### config.mk
export PLATFORM = sky130hd
export DESIGN_NAME = instruction_decode_fsm
export DESIGN_NICKNAME = d
export VERILOG_FILES = /design/src/rtl/instruction_decode_fsm_pkg.sv /design/src/rtl/instruction_decode_fsm_operand_forward_latch.sv /design/src/rtl/instruction_decode_fsm.sv
export SDC_FILE = /design/constraint.sdc
export NUM_CORES = 1
export LEC_CHECK = 0
export ABC_AREA = 1
export CAP_MARGIN = 20
export CORE_AREA = 2 2 269 271
export CTS_BUF_LIST = sky130_fd_sc_hd__clkbuf_4 sky130_fd_sc_hd__clkbuf_8
export DETAILED_ROUTE_END_ITERATION = 6
export DIE_AREA = 0 0 271 273
export GPL_TIMING_DRIVEN = 0
export SYNTH_ARGS = -nofsm -noshare
export SYNTH_HDL_FRONTEND = slang
export SYNTH_SLANG_ARGS = --single-unit
### constraint.sdc
create_clock -name Clock -period 26.8 [get_ports Clock]
set_clock_uncertainty 0.05 [all_clocks]
set_input_delay 6.7 -clock Clock [delete_from_list [all_inputs] [get_ports Clock]]
set_output_delay 6.7 -clock Clock [all_outputs]
set_load 0.005 [all_outputs]
### src/rtl/instruction_decode_fsm_pkg.sv
// rtl/instruction_decode_fsm_pkg.sv - decode FSM states, instruction field layout and opcode constants
package instruction_decode_fsm_pkg;

  localparam int DEF_OP_W   = 16;
  localparam int DEF_ADDR_W = 16;
  localparam int DEF_ROM_W  = 16;
  localparam int DEF_ROW_W  = 96;

  localparam logic [DEF_OP_W-1:0] DEF_HALT_OP = 16'h0000;

  localparam logic [2:0] DEC_IDLE        = 3'd0;
  localparam logic [2:0] DEC_FETCH       = 3'd1;
  localparam logic [2:0] DEC_DECODE      = 3'd2;
  localparam logic [2:0] DEC_OPERAND     = 3'd3;
  localparam logic [2:0] DEC_ISSUE       = 3'd4;
  localparam logic [2:0] DEC_WAIT_BRANCH = 3'd5;

  // ROM word is {op,dest,src1,src0}; slots counted in ADDR_W units from the LSB
  localparam int FLD_SRC0 = 0;
  localparam int FLD_SRC1 = 1;
  localparam int FLD_DEST = 2;
  localparam int FLD_OP   = 3;

  // Branch class is flagged by the opcode MSB
  localparam int BRANCH_MSB_OFFSET = 1;

endpackage

### src/rtl/instruction_decode_fsm_operand_forward_latch.sv
// rtl/instruction_decode_fsm_operand_forward_latch.sv - one operand row register with optional write-back snoop
// Snoop path is built only when DECODE_DATA_FWD_EN is defined.
module instruction_decode_fsm_operand_forward_latch #(
  parameter int ADDR_W = 16,
  parameter int ROW_W  = 96
) (
  input  logic              i_clk,
  input  logic              i_rst,
  input  logic              i_load,
  input  logic              i_snoop,
  input  logic              i_issue,
  input  logic              i_clear,
  input  logic [ADDR_W-1:0] i_addr,
  input  logic [ROW_W-1:0]  i_ram_value,
  input  logic              i_wr_en,
  input  logic [ADDR_W-1:0] i_wr_addr,
  input  logic [ROW_W-1:0]  i_wr_data,
  output logic [ROW_W-1:0]  o_row
);

  logic [ROW_W-1:0] r_row;

  assign o_row = r_row;

`ifdef DECODE_DATA_FWD_EN
  logic             r_fwd_flag;
  logic [ROW_W-1:0] r_fwd_row;
  logic             w_hit;

  assign w_hit = i_snoop && i_wr_en && (i_wr_addr == i_addr);

  // A write landing in the same cycle as the load is newer than both RAM data and the buffer
  always_ff @(posedge i_clk or posedge i_rst) begin
    if (i_rst) begin
      r_row      <= '0;
      r_fwd_flag <= 1'b0;
      r_fwd_row  <= '0;
    end else begin
      if (w_hit) r_fwd_row <= i_wr_data;
      if (i_clear) r_fwd_flag <= 1'b0;
      else if (w_hit) r_fwd_flag <= 1'b1;
      if (i_load) r_row <= w_hit ? i_wr_data : (r_fwd_flag ? r_fwd_row : i_ram_value);
      else if (i_issue && w_hit) r_row <= i_wr_data;
    end
  end
`else
  logic w_unused_snoop;

  assign w_unused_snoop = ^{i_snoop, i_issue, i_clear, i_addr, i_wr_en, i_wr_addr, i_wr_data};

  always_ff @(posedge i_clk or posedge i_rst) begin
    if (i_rst) r_row <= '0;
    else if (i_load) r_row <= i_ram_value;
  end
`endif

endmodule

### src/rtl/instruction_decode_fsm.sv
// rtl/instruction_decode_fsm.sv - fetch/decode/issue FSM feeding the execution unit
// Optional DECODE_DATA_FWD_EN replaces the read-after-write stall with write-back snooping.
module instruction_decode_fsm
  import instruction_decode_fsm_pkg::*;
#(
  parameter int              OP_W    = DEF_OP_W,
  parameter int              ADDR_W  = DEF_ADDR_W,
  parameter int              ROM_W   = DEF_ROM_W,
  parameter int              ROW_W   = DEF_ROW_W,
  parameter logic [OP_W-1:0] HALT_OP = DEF_HALT_OP
) (
  input  logic                     Clock,
  input  logic                     Reset,
  input  logic                     iEnable,
  input  logic [ROM_W-1:0]         iInitialIP,
  output logic [ROM_W-1:0]         oIP,
  input  logic [OP_W+3*ADDR_W-1:0] iInstruction,
  output logic [ADDR_W-1:0]        oRAMReadAddress0,
  output logic [ADDR_W-1:0]        oRAMReadAddress1,
  input  logic [ROW_W-1:0]         iRAMValue0,
  input  logic [ROW_W-1:0]         iRAMValue1,
  output logic                     oDecodeDone,
  output logic [OP_W-1:0]          oOperation,
  output logic [ROW_W-1:0]         oSource0,
  output logic [ROW_W-1:0]         oSource1,
  output logic [ADDR_W-1:0]        oDestination,
  input  logic                     iExeBusy,
  input  logic                     iExeLatchedValues,
  input  logic                     iJumpFlag,
  input  logic [ROM_W-1:0]         iJumpIp,
  input  logic                     iBranchNotTaken,
  input  logic [ADDR_W-1:0]        iLastDestination,
  input  logic                     iRAMWriteEnable,
  input  logic [ROW_W-1:0]         iRAMBus,
  output logic                     oDone,
  output logic                     oBusy
);

  logic [2:0]        r_state;
  logic [ROM_W-1:0]  r_ip;
  logic [OP_W-1:0]   r_op;
  logic [ADDR_W-1:0] r_dest;
  logic [ADDR_W-1:0] r_src0;
  logic [ADDR_W-1:0] r_src1;
  logic [OP_W-1:0]   r_operation;
  logic [ADDR_W-1:0] r_destination;

  logic [OP_W-1:0]   w_in_op;
  logic [ADDR_W-1:0] w_in_dest;
  logic [ADDR_W-1:0] w_in_src0;
  logic [ADDR_W-1:0] w_in_src1;
  logic [ADDR_W-1:0] w_src0;
  logic [ADDR_W-1:0] w_src1;
  logic              w_hazard;
  logic              w_issue;
  logic              w_is_halt;
  logic              w_is_branch;
  logic              w_snoop;

  assign w_in_op   = iInstruction[FLD_OP*ADDR_W +: OP_W];
  assign w_in_dest = iInstruction[FLD_DEST*ADDR_W +: ADDR_W];
  assign w_in_src1 = iInstruction[FLD_SRC1*ADDR_W +: ADDR_W];
  assign w_in_src0 = iInstruction[FLD_SRC0*ADDR_W +: ADDR_W];

  // ROM output is held while in DECODE, so the read addresses come straight from it
  assign w_src0 = (r_state == DEC_DECODE) ? w_in_src0 : r_src0;
  assign w_src1 = (r_state == DEC_DECODE) ? w_in_src1 : r_src1;

`ifdef DECODE_DATA_FWD_EN
  assign w_hazard = 1'b0;
`else
  assign w_hazard = iExeBusy && ((w_in_src0 == iLastDestination) || (w_in_src1 == iLastDestination));
`endif

  assign w_issue     = (r_state == DEC_ISSUE) && !iExeBusy;
  assign w_is_halt   = (r_op == HALT_OP);
  assign w_is_branch = r_op[OP_W-BRANCH_MSB_OFFSET];
  assign w_snoop     = (r_state == DEC_DECODE) || (r_state == DEC_OPERAND) || (r_state == DEC_ISSUE);

  always_ff @(posedge Clock or posedge Reset) begin
    if (Reset) begin
      r_state       <= DEC_IDLE;
      r_ip          <= '0;
      r_op          <= '0;
      r_dest        <= '0;
      r_src0        <= '0;
      r_src1        <= '0;
      r_operation   <= '0;
      r_destination <= '0;
    end else begin
      case (r_state)
        DEC_IDLE: begin
          if (iEnable) begin
            r_ip    <= iInitialIP;
            r_state <= DEC_FETCH;
          end
        end
        DEC_FETCH: r_state <= DEC_DECODE;
        DEC_DECODE: begin
          r_op   <= w_in_op;
          r_dest <= w_in_dest;
          r_src0 <= w_in_src0;
          r_src1 <= w_in_src1;
          if (!w_hazard) r_state <= DEC_OPERAND;
        end
        DEC_OPERAND: begin
          r_operation   <= r_op;
          r_destination <= r_dest;
          r_state       <= DEC_ISSUE;
        end
        DEC_ISSUE: begin
          if (!iExeBusy) begin
            if (w_is_halt) begin
              r_state <= DEC_IDLE;
            end else if (w_is_branch) begin
              r_state <= DEC_WAIT_BRANCH;
            end else begin
              r_ip    <= r_ip + ROM_W'(1);
              r_state <= DEC_FETCH;
            end
          end
        end
        DEC_WAIT_BRANCH: begin
          if (iJumpFlag) begin
            r_ip    <= iJumpIp;
            r_state <= DEC_FETCH;
          end else if (iBranchNotTaken) begin
            r_ip    <= r_ip + ROM_W'(1);
            r_state <= DEC_FETCH;
          end
        end
        default: r_state <= DEC_IDLE;
      endcase
    end
  end

  instruction_decode_fsm_operand_forward_latch #(.ADDR_W(ADDR_W), .ROW_W(ROW_W)) u_src0_latch (
    .i_clk       (Clock),
    .i_rst       (Reset),
    .i_load      (r_state == DEC_OPERAND),
    .i_snoop     (w_snoop),
    .i_issue     (r_state == DEC_ISSUE),
    .i_clear     (w_issue),
    .i_addr      (w_src0),
    .i_ram_value (iRAMValue0),
    .i_wr_en     (iRAMWriteEnable),
    .i_wr_addr   (iLastDestination),
    .i_wr_data   (iRAMBus),
    .o_row       (oSource0)
  );

  instruction_decode_fsm_operand_forward_latch #(.ADDR_W(ADDR_W), .ROW_W(ROW_W)) u_src1_latch (
    .i_clk       (Clock),
    .i_rst       (Reset),
    .i_load      (r_state == DEC_OPERAND),
    .i_snoop     (w_snoop),
    .i_issue     (r_state == DEC_ISSUE),
    .i_clear     (w_issue),
    .i_addr      (w_src1),
    .i_ram_value (iRAMValue1),
    .i_wr_en     (iRAMWriteEnable),
    .i_wr_addr   (iLastDestination),
    .i_wr_data   (iRAMBus),
    .o_row       (oSource1)
  );

  assign oIP              = r_ip;
  assign oRAMReadAddress0 = w_src0;
  assign oRAMReadAddress1 = w_src1;
  assign oDecodeDone      = w_issue;
  assign oDone            = w_issue && w_is_halt;
  assign oBusy            = (r_state != DEC_IDLE);
  assign oOperation       = r_operation;
  assign oDestination     = r_destination;

`ifndef SYNTHESIS
  a_latch_handshake: assert property (@(posedge Clock) disable iff (Reset) iExeLatchedValues == oDecodeDone);
`endif

endmodule

# Yosys cells after proc, flatten, opt, wreduce, memory -nomap -nowiden
# Cells that the tools add are included.
[totals] input_bits=408 word_cells=52 reg_bits=307
[classes] n_mux=17 reduce_logical=11 n_addsub=1 n_eq_ne=13
[op_table] cell="$mux W16" n=8
[op_table] cell="$pmux W16 S3" n=1
[op_table] cell="$eq A16 B16 Y1" n=2
[op_table] cell="$mux W3" n=7
[op_table] cell="$pmux W3 S6" n=1
[op_table] cell="$add A16 B1 Y16 const B" n=1
[op_table] cell="$logic_not A16 Y1" n=1
[op_table] cell="$ne A2 B2 Y1 const B" n=5
[op_table] cell="$eq A3 B2 Y1 const B" n=2
[op_table] cell="$eq A3 B3 Y1 const B" n=2
[op_table] cell="$reduce_and A6 Y1" n=1
[op_table] cell="$reduce_bool A3 Y1" n=2
[op_table] cell="$reduce_and A4 Y1" n=1
[op_table] cell="$eq A3 B1 Y1 const B" n=1
[op_table] cell="$logic_and A1 B1 Y1" n=3
[op_table] cell="$logic_not A3 Y1" n=1
[op_table] cell="$ne A3 B3 Y1 const B" n=1
[op_table] cell="$logic_not A1 Y1" n=1
[op_table] cell="$logic_or A1 B1 Y1" n=1

# Longest topological paths before layout
# Gate-level depths: netlist of run 1.
[depth] ltp_word=5 mapped_depth=12 mapped_depth_nobuf=12

# Hierarchy
# A second synthesis of run 1 with hierarchy kept.
[unflattened] cells_unflattened=1555 area_unflattened_um2=12869.8
[modules_own_cells] module="instruction_decode_fsm_operand_forward_latch" seq_area_each_um2=2402.3 n_inst=2 area_each_um2=3633.5 cells_per_inst=407
[modules_own_cells] module="instruction_decode_fsm" seq_area_each_um2=2877.8 n_inst=1 area_each_um2=5602.9 cells_per_inst=741

# Worst setup path before layout of run 1
# OpenSTA, ideal clock, no wires.
[synth_path] path_type="in2out" startpoint="in iInstruction[19]" endpoint="out oRAMReadAddress1[3]" setup_slack_ns=13.090 path_buffers=0 t_arrival_ns=6.960 path_stages=1 path_cell_list="mux2_2"
[synth_between] elab_chain_cells=1
[synth_lines] item="start, declared" line="instruction_decode_fsm.sv:17" rtl="input logic [OP_W+3*ADDR_W-1:0] iInstruction,"
[synth_lines] item="$mux W16"
[synth_lines] item="end, declared" line="instruction_decode_fsm.sv:19" rtl="output logic [ADDR_W-1:0] oRAMReadAddress1,"
# No other way between the ends.

# Final worst setup path of run 1
[layout_path] startpoint="in iInstruction[20]" endpoint="out oRAMReadAddress1[4]"
# Same word-level chain as after synthesis.

==> impl_metrics.toml, run 1 <==
[floorplan]
die_x_um = 271
die_area_mm2 = 0.0740
rows = 98
start_util_pct = 17.9
fp.coreArea_mm2 = 0.0710
io_pins = 683
die_h_um = 273

[global_route]
grt_use_met2_pct = 23.1
track_usage_pct = 13.2
grt_pass1_wl_mm = 73.6
grt_pass1_vias = 11400
grt_max_degree = 112
use_met1_pct = 15.1
gr-usage-met3_pct = 4.90
busiest_layer = "met2"
grt_overflow = 0
antenna_found_initial = 7

[power]
p_total_mw = 2.46
leakage_nw = 9.06
power.density_mw_per_mm2 = 116
vdd_ir_drop_max_mv = 0.0522

[route]
drt_pass1_iterations = 4
drcViolationCount = 0
viasPerCell = 3.91
totalWireLength_mm = 50.0
drtIter0Drc = 366
wl_per_cell_um = 18.3
via_count = 10600
ant_nets = 0

[critical_path]
cp.arrival_ps = 8240
crit_chain = "clkdlybuf4s50_1 -> inv_1 -> o21ai_0 -> clkdlybuf4s50_1"
path_class = "input pin to primary output"
slowest_delay_ps = 570
critPathSlowestCell = "clkdlybuf4s50_1"
path_max_fanout = 2
crit_family = "buffers and inverters"
crit_buf_inv = 3
path_common_cell = "clkdlybuf4s50_1"
worstPathRequired_ps = 20050
cp-end-kind = "primary output"
critPathLaunchType = "input pin"

[logic_synthesis]
synthCells = 1083
synthArstFlopShare_pct = 100
synth_area_leaders = "dfrtp_1 (60%), mux2_1 (11%), mux2_2 (9.6%)"
synth_nets = 1492
synth_seq_cells = 307
synth_edf_count = 0
synth_top_cell_by_area = "dfrtp_1"
synth_area_mm2 = 0.0127
yosys_warnings = 0
ys_seq_area_share_pct = 60.3
ys_top_cells_by_count = "dfrtp_1 (307), nand2_1 (217), mux2_1 (129)"
postSynthAreaPerCell_um2 = 11.8
synth_top_area_share_pct = 60.3
synthMostInstantiatedCell = "dfrtp_1"
synth_cell_types = 34
ys.flop_type = "dfrtp_1"

[placement]
io_buffer_count = 584
routabilityCongestion = 0.926
dp_hpwl_mm = 39.7
place_ws_ps = 11780

[final_layout]
area_growth_pct = 66.3
nets = 2139
multi_input_area_mm2 = 0.00451
drive_above_1_share_pct = 14.9
final_util_pct = 29.8
regArea_mm2 = 0.00768
fillers = 7167

[timing]
setup_viol = 0
clock.fmax_mhz = 66.7
tns_ps = 0
slew_violations = 0
fin_crit_sh_pct = 55.9
slew-limit-headroom_pct = 53.7
layout_min_cycle_time_ps = 14990
fin_ws_ps = 11810
rsz0062_at_grt = "false"
whs_ps = 439
tightestPinTransition_ps = 694
hold_viol = 0

[cts]
clk_pin_slew_ps = 60
ctsLongestPathBuffers = 3
clock-sinks = 307
cts_tree = "yes"
cts_setup_buffers = 0
clock_latency_ps = 680
h-tree-depth = 2
holdBufCountCts = 0
cts_made_buffers = 59
ctsResizeCount = 0
cts_root_buffer = "clkbuf_8"

[worst_hold_path]
min_path_type = "flip-flop to flip-flop"

[status]
status = "finished clean"

[flow_run]
drv_cap = 0
## sequential cells by signal, indices dropped and copies added, names as in the netlist
register	flops
oDestination	16
oIP	16
oOperation	16
r_dest	16
r_op	16
r_src0	16
r_src1	16
r_state	3
u_src0_latch.o_row	96
u_src1_latch.o_row	96
## cell families after synthesis
logic type | after synthesis | synth area share (%)
AND/OR/NAND/NOR | 316 | 10.2
XOR/XNOR | 2 | 0.138
AO/OA/AOI/OAI | 91 | 4.05
buffers and inverters | 129 | 4.24
multiplexers | 237 | 21.0
flip-flops | 307 | 60.3
adder cells (fa/ha/maj) | 1 | 0.0982
## cell usage in the layout (no fill, tap or decap), types with 4 or more instances in the layout
cell	n
o21ai_0	48
clkbuf_4	15
a22oi_1	10
bufinv_16	4
nor3_1	7
nor2_1	54
clkinv_2	8
inv_1	83
nand3_1	23
nand4_1	4
buf_2	30
o31ai_1	5
clkbuf_8	73
nand2_1	217
mux2_1	129
dfrtp_1	307
clkdlybuf4s50_1	584
mux2_2	108
inv_2	4
clkbuf_1	7
a21oi_1	18
## metrics by stage
| step | cell area [um^2] | std cells |
|---|---|---|
| after detailed placement | 19800 | 2619 |
| final | 21200 | 2726 |
| after CTS | 21200 | 2724 |
| after global placement | 19800 | 2617 |
| after floorplan | 12700 | 1083 |
| after global routing | 21200 | 2725 |
## final timing paths
path                                          end              startpoint  cells past startpoint  slack, ps
min                        u_src0_latch.o_row[82]  u_src0_latch.o_row[82]                      1        440
max                           oRAMReadAddress1[4]        iInstruction[20]                      4      11810
min in group asynchronous  u_src0_latch.o_row[59]                   Reset                      2       6500
min reg2reg                u_src0_latch.o_row[82]  u_src0_latch.o_row[82]                      1        440
max in group asynchronous              r_src1[11]                   Reset                      3      19080
max reg2reg                u_src0_latch.o_row[29]              r_state[0]                      6      24360
## area by class of cell
| type | count | share of cell area (%) |
|---|---|---|
| Multi-Input combinational cell | 647 | 21.3 |
| Clock inverter | 17 | 1.05 |
| Buffer | 40 | 0.975 |
| Sequential cell | 307 | 36.3 |
| Inverter | 89 | 1.61 |
| Timing Repair Buffer | 586 | 27.9 |
| Tap cell | 950 | 5.61 |
| Antenna cell | 2 | 0.0236 |
| Clock buffer | 88 | 5.28 |
## power breakdown
group	leakage, nW	internal [mW]	total [mW]	switching, mW
combinational	4.75	0.645	1.10	0.456
clock	0.705	0.307	0.526	0.219
sequential	3.61	0.706	0.833	0.127
## layer usage
| layer | wire [um] | share of wire, % |
|---|---|---|
| met5 | 73 | 0.15 |
| met4 | 1080 | 2.2 |
| met3 | 4490 | 9.0 |
| met2 | 24500 | 49 |
| met1 | 19900 | 40 |
Power figures use the tool's default switching activity.
==> run 2, diff against run 1 <==
Settings changed: CORE_AREA 2 2 269 271 to 2 2 262 264, DIE_AREA 0 0 271 273 to 0 0 264 266.
Clock period 26.8 ns to 14.4 ns, I/O delays scaled along.
==> run 2 against run 1 <==
  * Core utilization increased by 1.2 points
  * Worst hold slack better by 1.3 ps
  * First-iteration DRC count increased by 16%
  * Final area is 0.64% lower
==> impl_metrics.toml, run 2 (synthesized netlist as in run 1, its figures left out) <==
[placement]
dpl_cell_area_mm2 = 0.0197
io_buffer_count = 584
routabilityCongestion = 0.927
place_ws_ps = 5600
dp_hpwl_mm = 37.5

[cts]
holdBufCountCts = 0
clock_latency_ps = 640
cts_setup_buffers = 0
clk_pin_slew_ps = 60
h-tree-depth = 2
clock-sinks = 307
cts_root_buffer = "clkbuf_8"
ctsResizeCount = 0
cts_made_buffers = 57
cts_tree = "yes"
ctsLongestPathBuffers = 3

[final_layout]
area_growth_pct = 65.2
final_cell_mix = "clkdlybuf4s50_1 (584), dfrtp_1 (307), nand2_1 (217)"
final_util_pct = 31.1
drive_above_1_share_pct = 14.7
mostFrequentLayoutCell = "clkdlybuf4s50_1"
final_cell_area_mm2 = 0.0210
nets = 2137

[global_route]
antenna_found_initial = 5
grt_pass1_wl_mm = 70.1
grt_pass1_vias = 11300
track_usage_pct = 13.1
grt_max_degree = 128
grt_overflow = 0

[floorplan]
rows = 96
fp.coreArea_mm2 = 0.0677
die_area_mm2 = 0.0702
start_util_pct = 18.8
die_h_um = 266
die_x_um = 264
io_pins = 683

[critical_path]
critPathLaunchType = "input pin"
critPathSlowestCell = "clkdlybuf4s50_1"
cp.arrival_ps = 5110
worst_r2r_startpoint = "r_state[0]"
path_class = "input pin to primary output"
crit_chain = "clkdlybuf4s50_1 -> inv_1 -> o21ai_0 -> clkdlybuf4s50_1"
cp-end-kind = "primary output"
critical_path.startpoint = "iInstruction[7]"
worstPathRequired_ps = 10750
path_max_fanout = 2
slowest_delay_ps = 570
path_common_cell = "clkdlybuf4s50_1"

[route]
drtIter0Drc = 423
viasPerCell = 3.96
drt_pass1_iterations = 4
via_count = 10500
drcViolationCount = 0
ant_nets = 0
wl_per_cell_um = 17.8
totalWireLength_mm = 47.3

[timing]
fin_ws_ps = 5640
slew_violations = 0
rsz0062_at_grt = "false"
tightestPinTransition_ps = 706
tns_ps = 0
setup_viol = 0
layout_min_cycle_time_ps = 8760
hold_viol = 0
fin_crit_sh_pct = 60.8
clock.fmax_mhz = 114
slew-limit-headroom_pct = 53.0

[flow_run]
drv_cap = 0

[power]
vdd_ir_drop_max_mv = 0.0947
p_total_mw = 4.53
leakage_nw = 9.03
power.density_mw_per_mm2 = 215

[worst_hold_path]
min_path_type = "flip-flop to flip-flop"
worst_hold_startpoint = "u_src1_latch.o_row[4]"

[status]
status = "finished clean"
[run 2: cell type report]
type | count | area, um^2
Clock inverter | 12 | 106
Tap cell | 882 | 1100
Clock buffer | 89 | 1170
Buffer | 40 | 206
Fill cell | 6830 | 46700
Sequential cell | 307 | 7680
Inverter | 89 | 342
Multi-Input combinational cell | 647 | 4510
Antenna cell | 5 | 12.5
Timing Repair Buffer | 586 | 5900
[run 2: worst paths after layout]
kind | endpoint | slack, ps | depth (start not counted)
worst min register to register | u_src1_latch.o_row[4] | 440 | 1
worst max register to register | u_src0_latch.o_row[29] | 12070 | 6
worst min-delay path | u_src1_latch.o_row[4] | 440 | 1
max in group asynchronous | r_dest[3] | 9880 | 3
min in group asynchronous | u_src0_latch.o_row[42] | 3340 | 2
worst max-delay path | oRAMReadAddress0[7] | 5640 | 4
[run 2: metrics by stage]
step | cells | hold WS (ps)
finish | 2657 | 440
global route | 2654 | 456
CTS | 2652 | 444
detailed placement | 2551 | 431
global placement | 2549 | 421
floorplan | 1083 | 425
[run 2: report_power, final]
group | internal (mW) | switching, mW | total, mW
registers | 1.31 | 0.234 | 1.55
logic | 1.20 | 0.848 | 2.05
clock network | 0.537 | 0.392 | 0.928
[run 2: layer usage]
layer / global-route usage [%] / part of all wire (%) / vias up
li1: - / - / 4899
met4: 4.39 / 2.9 / 0
met2: 22.8 / 49 / 449
met1: 15.1 / 40 / 5093
met5: 0 / 0 / -
met3: 4.44 / 8.4 / 86
[run 2: critical path, delay by kind of cell]
kind / cells / cell delay (ps)
buf+inv: 3 / 1200
compound gates: 1 / 310
==> variant 1: new RTL, config.mk and constraints of run 2 <==
The package constant `DEF_ROW_W` goes from 96 to 48.
--- a/src/rtl/instruction_decode_fsm_pkg.sv
+++ b/src/rtl/instruction_decode_fsm_pkg.sv
@@ -4,7 +4,7 @@
   localparam int DEF_OP_W   = 16;
   localparam int DEF_ADDR_W = 16;
   localparam int DEF_ROM_W  = 16;
-  localparam int DEF_ROW_W  = 96;
+  localparam int DEF_ROW_W  = 48;
 
   localparam logic [DEF_OP_W-1:0] DEF_HALT_OP = 16'h0000;
 
Ports: changed (5 resized); port bits go from 683 to 443. The function was not compared with the original's and may differ.
==> variant 1 against run 2 <==
- die area did not move
- design area fell by 27%
- area after synthesis is 27% lower
- count of clock-buffer cells in the layout decreased by 22
- combinational power fell by 31%
- wire length down 23%
- sequential cell count down 96
- register-to-register slack improved by 180 ps
- power shrank 29%
- setup slack gained 5.5 ps
- synthesized cell count is 9.0% lower
- global-route usage down 2.9 points
- via count is 20% lower
==> variant 1: results (changes against run 2) <==
HP Start oOperation[14]; Detail Placement HPWL 28.3 mm (-25%); detail-routed via count per cell 3.59 (-9.4%); CP arrival 5100 ps (about the same); TritonCTS buffer count 44 (-23%); launch point of the worst path iInstruction[8]; first-pass GRT wire length 53.9 mm (-23%); Synth area leaders dfrtp_1 (57%), mux2_2 (12%), nand2_1 (11%); Reg2Reg Launch Point r_state[1]; largest net degree at the start of global routing 120 (-6.3%); Post-synth top cells nand2_1 (266), dfrtp_1 (211), inv_1 (110); Net Sw Frac 0.337 (+0.0114); Unique masters post-synth 32 (-5.9%); Filler Cell Count 7332 (+7.3%); PortBufs 392 (-33%); post-synthesis sequential area ratio 0.570 (-0.0336); Syn Area/Cell 9.41 µm² (-20%); worst skew pair latency 580 ps (-60 ps); worst IR drop on VDD 0.0982 mV (+3.6%); vias in the first global route 8989 (-21%); status completed; Least-Margin Pin Slew 821 ps (+115 ps); RD Place Congestion 0.921 (-0.64%); Area growth, synth to finish 65.5%; WL final 36.6 mm (-23%); Critical Path Max Stage Delay 610 ps (+40 ps); syn nets 1250 (-16%); initial antenna violation count 3 (-2); diode count 0 (-5); Nets 1689 (-21%); fraction of layout cells with a size suffix above 1 0.148 (+0.00126); non-filler cells, final 2340 (-12%); Static Leak 6.83 nW (-24%); Total GRT Usage 0.102 (-0.0292); H-tree Lvls 2 (unchanged); DRT Pass-1 Iters 5 (+1); DR iter-0 viols 290 (-31%)
-- variant 1: changes by cell type after synthesis, moves of 6 or more --
| cell | before | now |
|---|---|---|
| a21oi_1 | 18 | 36 |
| mux2_2 | 108 | 97 |
| buf_1 | 0 | 6 |
| o21ai_0 | 48 | 67 |
| buf_2 | 30 | 15 |
| nor2_1 | 54 | 87 |
| inv_1 | 84 | 110 |
| mux2_1 | 129 | 0 |
| nand2_1 | 217 | 266 |
| dfrtp_1 | 307 | 211 |
-- variant 1: worst min-delay path, stage by stage (launching register included) --
cell and delay (ps):
dfrtp_1 340, nand2_1 50, o21ai_0 50
-- variant 1: final timing paths --
kind	cells after the start	slack, ps	endpoint
min	2	440	oOperation[14]
min in group asynchronous	2	3440	u_src0_latch.o_row[44]
max in group asynchronous	3	9780	r_src1[13]
max	4	5650	oRAMReadAddress0[8]
min reg2reg	2	440	oOperation[14]
max reg2reg	6	12250	r_src1[15]
-- variant 1: through the flow --
step	setup WS, ps	hold WS [ps]	instance area [µm²]
floorplan	4980	426	9270
detailed placement	5640	424	14300
CTS	5610	439	15300
global route	5550	461	15300
finish	5650	436	15300
global placement	2060	421	14300
-- variant 1: layout make-up --
class,count,area share
Buffer,37,0.0120
Clock buffer,67,0.0544
Clock inverter,13,0.0116
Inverter,114,0.0285
Multi-Input combinational cell,623,0.220
Sequential cell,211,0.344
Tap cell,882,0.0719
Timing Repair Buffer,393,0.258
-- variant 1: cells by family after synthesis --
family | synth area share
compound gates | 0.0699
xor+xnor | 0.00189
fa+ha+maj | 0.00135
buf+inv | 0.0663
flops | 0.570
mux | 0.118
simple gates | 0.173
-- variant 1: routing by layer --
layer / GRT usage / share of wire
met5: 0 / 0.00074
met4: 0.0408 / 0.036
met3: 0.0409 / 0.096
met2: 0.171 / 0.46
met1: 0.116 / 0.40
-- variant 1: power by group through the flow --
stage | clock network, mW | registers, mW | logic, mW
global placement | 0 | 1.06 | 1.43
floorplan | 0 | 1.05 | 0.591
CTS | 0.767 | 1.07 | 1.46
global route | 0.792 | 1.10 | 1.57
finish | 0.732 | 1.06 | 1.42
detailed placement | 0 | 1.08 | 1.45
==> variant 2: new RTL, settings of run 2 <==
Made on the original files. Put a register stage on the outputs `oRAMReadAddress0`, `oRAMReadAddress1`, `oDecodeDone`, `oDone` and `oBusy`, cleared by the reset. The values now appear one clock later. The other outputs are not delayed to match.
--- a/src/rtl/instruction_decode_fsm.sv
+++ b/src/rtl/instruction_decode_fsm.sv
@@ -165,11 +165,21 @@
   );
 
   assign oIP              = r_ip;
-  assign oRAMReadAddress0 = w_src0;
-  assign oRAMReadAddress1 = w_src1;
-  assign oDecodeDone      = w_issue;
-  assign oDone            = w_issue && w_is_halt;
-  assign oBusy            = (r_state != DEC_IDLE);
+  always_ff @(posedge Clock or posedge Reset) begin
+    if (Reset) begin
+      oRAMReadAddress0 <= '0;
+      oRAMReadAddress1 <= '0;
+      oDecodeDone      <= '0;
+      oDone            <= '0;
+      oBusy            <= '0;
+    end else begin
+      oRAMReadAddress0 <= w_src0;
+      oRAMReadAddress1 <= w_src1;
+      oDecodeDone      <= w_issue;
+      oDone            <= w_issue && w_is_halt;
+      oBusy            <= (r_state != DEC_IDLE);
+    end
+  end
   assign oOperation       = r_operation;
   assign oDestination     = r_destination;
 
Behaviour: not the same (Yosys sat finds a counterexample within 4 cycles, from zero or initial values and one cycle with Reset high).
==> variant 2 against run 2 <==
- sequential cell count increased by 3
- sequential share of layout area grew 0.19 points
- area after synthesis up 0.66%
- setup slack better by 3400 ps
- non-clock buffer count grew 6
- power fell by 1.0%
- design area up 0.45%
- wire length grew 2.1%
==> variant 2: results (changes against run 2) <==
status completed; Static Leak 9.29 nW (+2.8%); CP Max Fanout 4 (+2); CP arrival 1670 ps (-3440 ps); initial antenna violation count 1 (-4); pre-CTS setup slack 8950 ps (+3350 ps); non-filler cells, final 2741 (+3.2%); first-pass GRT wire length 71.3 mm (+1.8%); Placed Instances 2634 (+3.3%); DRT Pass-1 Iters 4 (unchanged); post-synthesis sequential area ratio 0.605 (+0.00191); Total GRT Usage 0.133 (+0.00209); TritonCTS buffer count 58 (+1.8%); DR WL/cell 17.6 µm (-0.99%); placed instance area 0.0198 mm² (+0.42%); final core utilization 0.312 (+0.00140); Nets 2221 (+3.9%); Least-Margin Pin Slew 868 ps (+162 ps); H-tree Lvls 2 (unchanged); Hold Path Class register to register; Unique masters post-synth 33 (-2.9%); Post-synth top cells dfrtp_1 (310), nand2_1 (243), mux2_2 (193); largest net degree at the start of global routing 116 (-9.4%); fraction of layout cells with a size suffix above 1 0.191 (+0.0436); vias in the first global route 11600 (+2.7%); detail-routed via count per cell 3.97 (+0.17%); worst IR drop on VDD 0.0702 mV (-26%); Critical Path Max Stage Delay 610 ps (+40 ps); clock slew at reported path FFs 60 ps (about the same); DR iter-0 viols 332 (-22%); critical path's slowest cell clkdlybuf4s50_1; Syn Area/Cell 11.0 µm² (-6.5%); Detail Placement HPWL 37.9 mm (+1.3%); syn nets 1575 (+5.6%); RD Place Congestion 0.851 (-8.3%); Synth area leaders dfrtp_1 (61%), mux2_2 (17%), nand2_1 (7.1%); Filler Cell Count 6886 (+0.82%)
==> variant 2: path summary, 6_finish.rpt <==
check	endpoint	slack, ps	cells past startpoint	start
setup / recovery	oIP[14]	9080	1	oIP[14]
hold / removal	oOperation[2]	430	2	oOperation[2]
setup reg to reg	oOperation[10]	12000	7	r_state[2]
hold reg to reg	oOperation[2]	430	2	oOperation[2]
max in group asynchronous	oDestination[11]	9670	3	Reset
min in group asynchronous	u_src1_latch.o_row[61]	3480	2	Reset
==> variant 2: final cells by class <==
cell class,count,share of cell area
diodes,1,0.000118
plain buffers,46,0.0110
clock buffers,99,0.0583
clock inverters,7,0.00337
inverters,110,0.0200
multi-input cells,700,0.209
flip-flops and latches,310,0.367
well taps,882,0.0522
repair buffers,586,0.279
==> variant 2: cells by family after synthesis <==
kind of cell             share of synthesized area
AND/OR/NAND/NOR                              0.116
flip-flops                                   0.605
multiplexers                                 0.170
buffers and inverters                       0.0506
AO/OA/AOI/OAI                               0.0552
XOR/XNOR                                   0.00273
adder cells (fa/ha/maj)                   0.000976
==> variant 2: where the power goes <==
| group | switching [mW] | total (mW) | internal [mW] |
|---|---|---|---|
| logic | 0.798 | 1.97 | 1.17 |
| clock network | 0.390 | 0.943 | 0.552 |
| registers | 0.250 | 1.57 | 1.32 |
==> variant 2: per-layer routing <==
metal | global-route usage | share of wire
met2 | 0.239 | 0.50
met1 | 0.147 | 0.38
met3 | 0.0474 | 0.087
met4 | 0.0407 | 0.027
met5 | 0 | 0
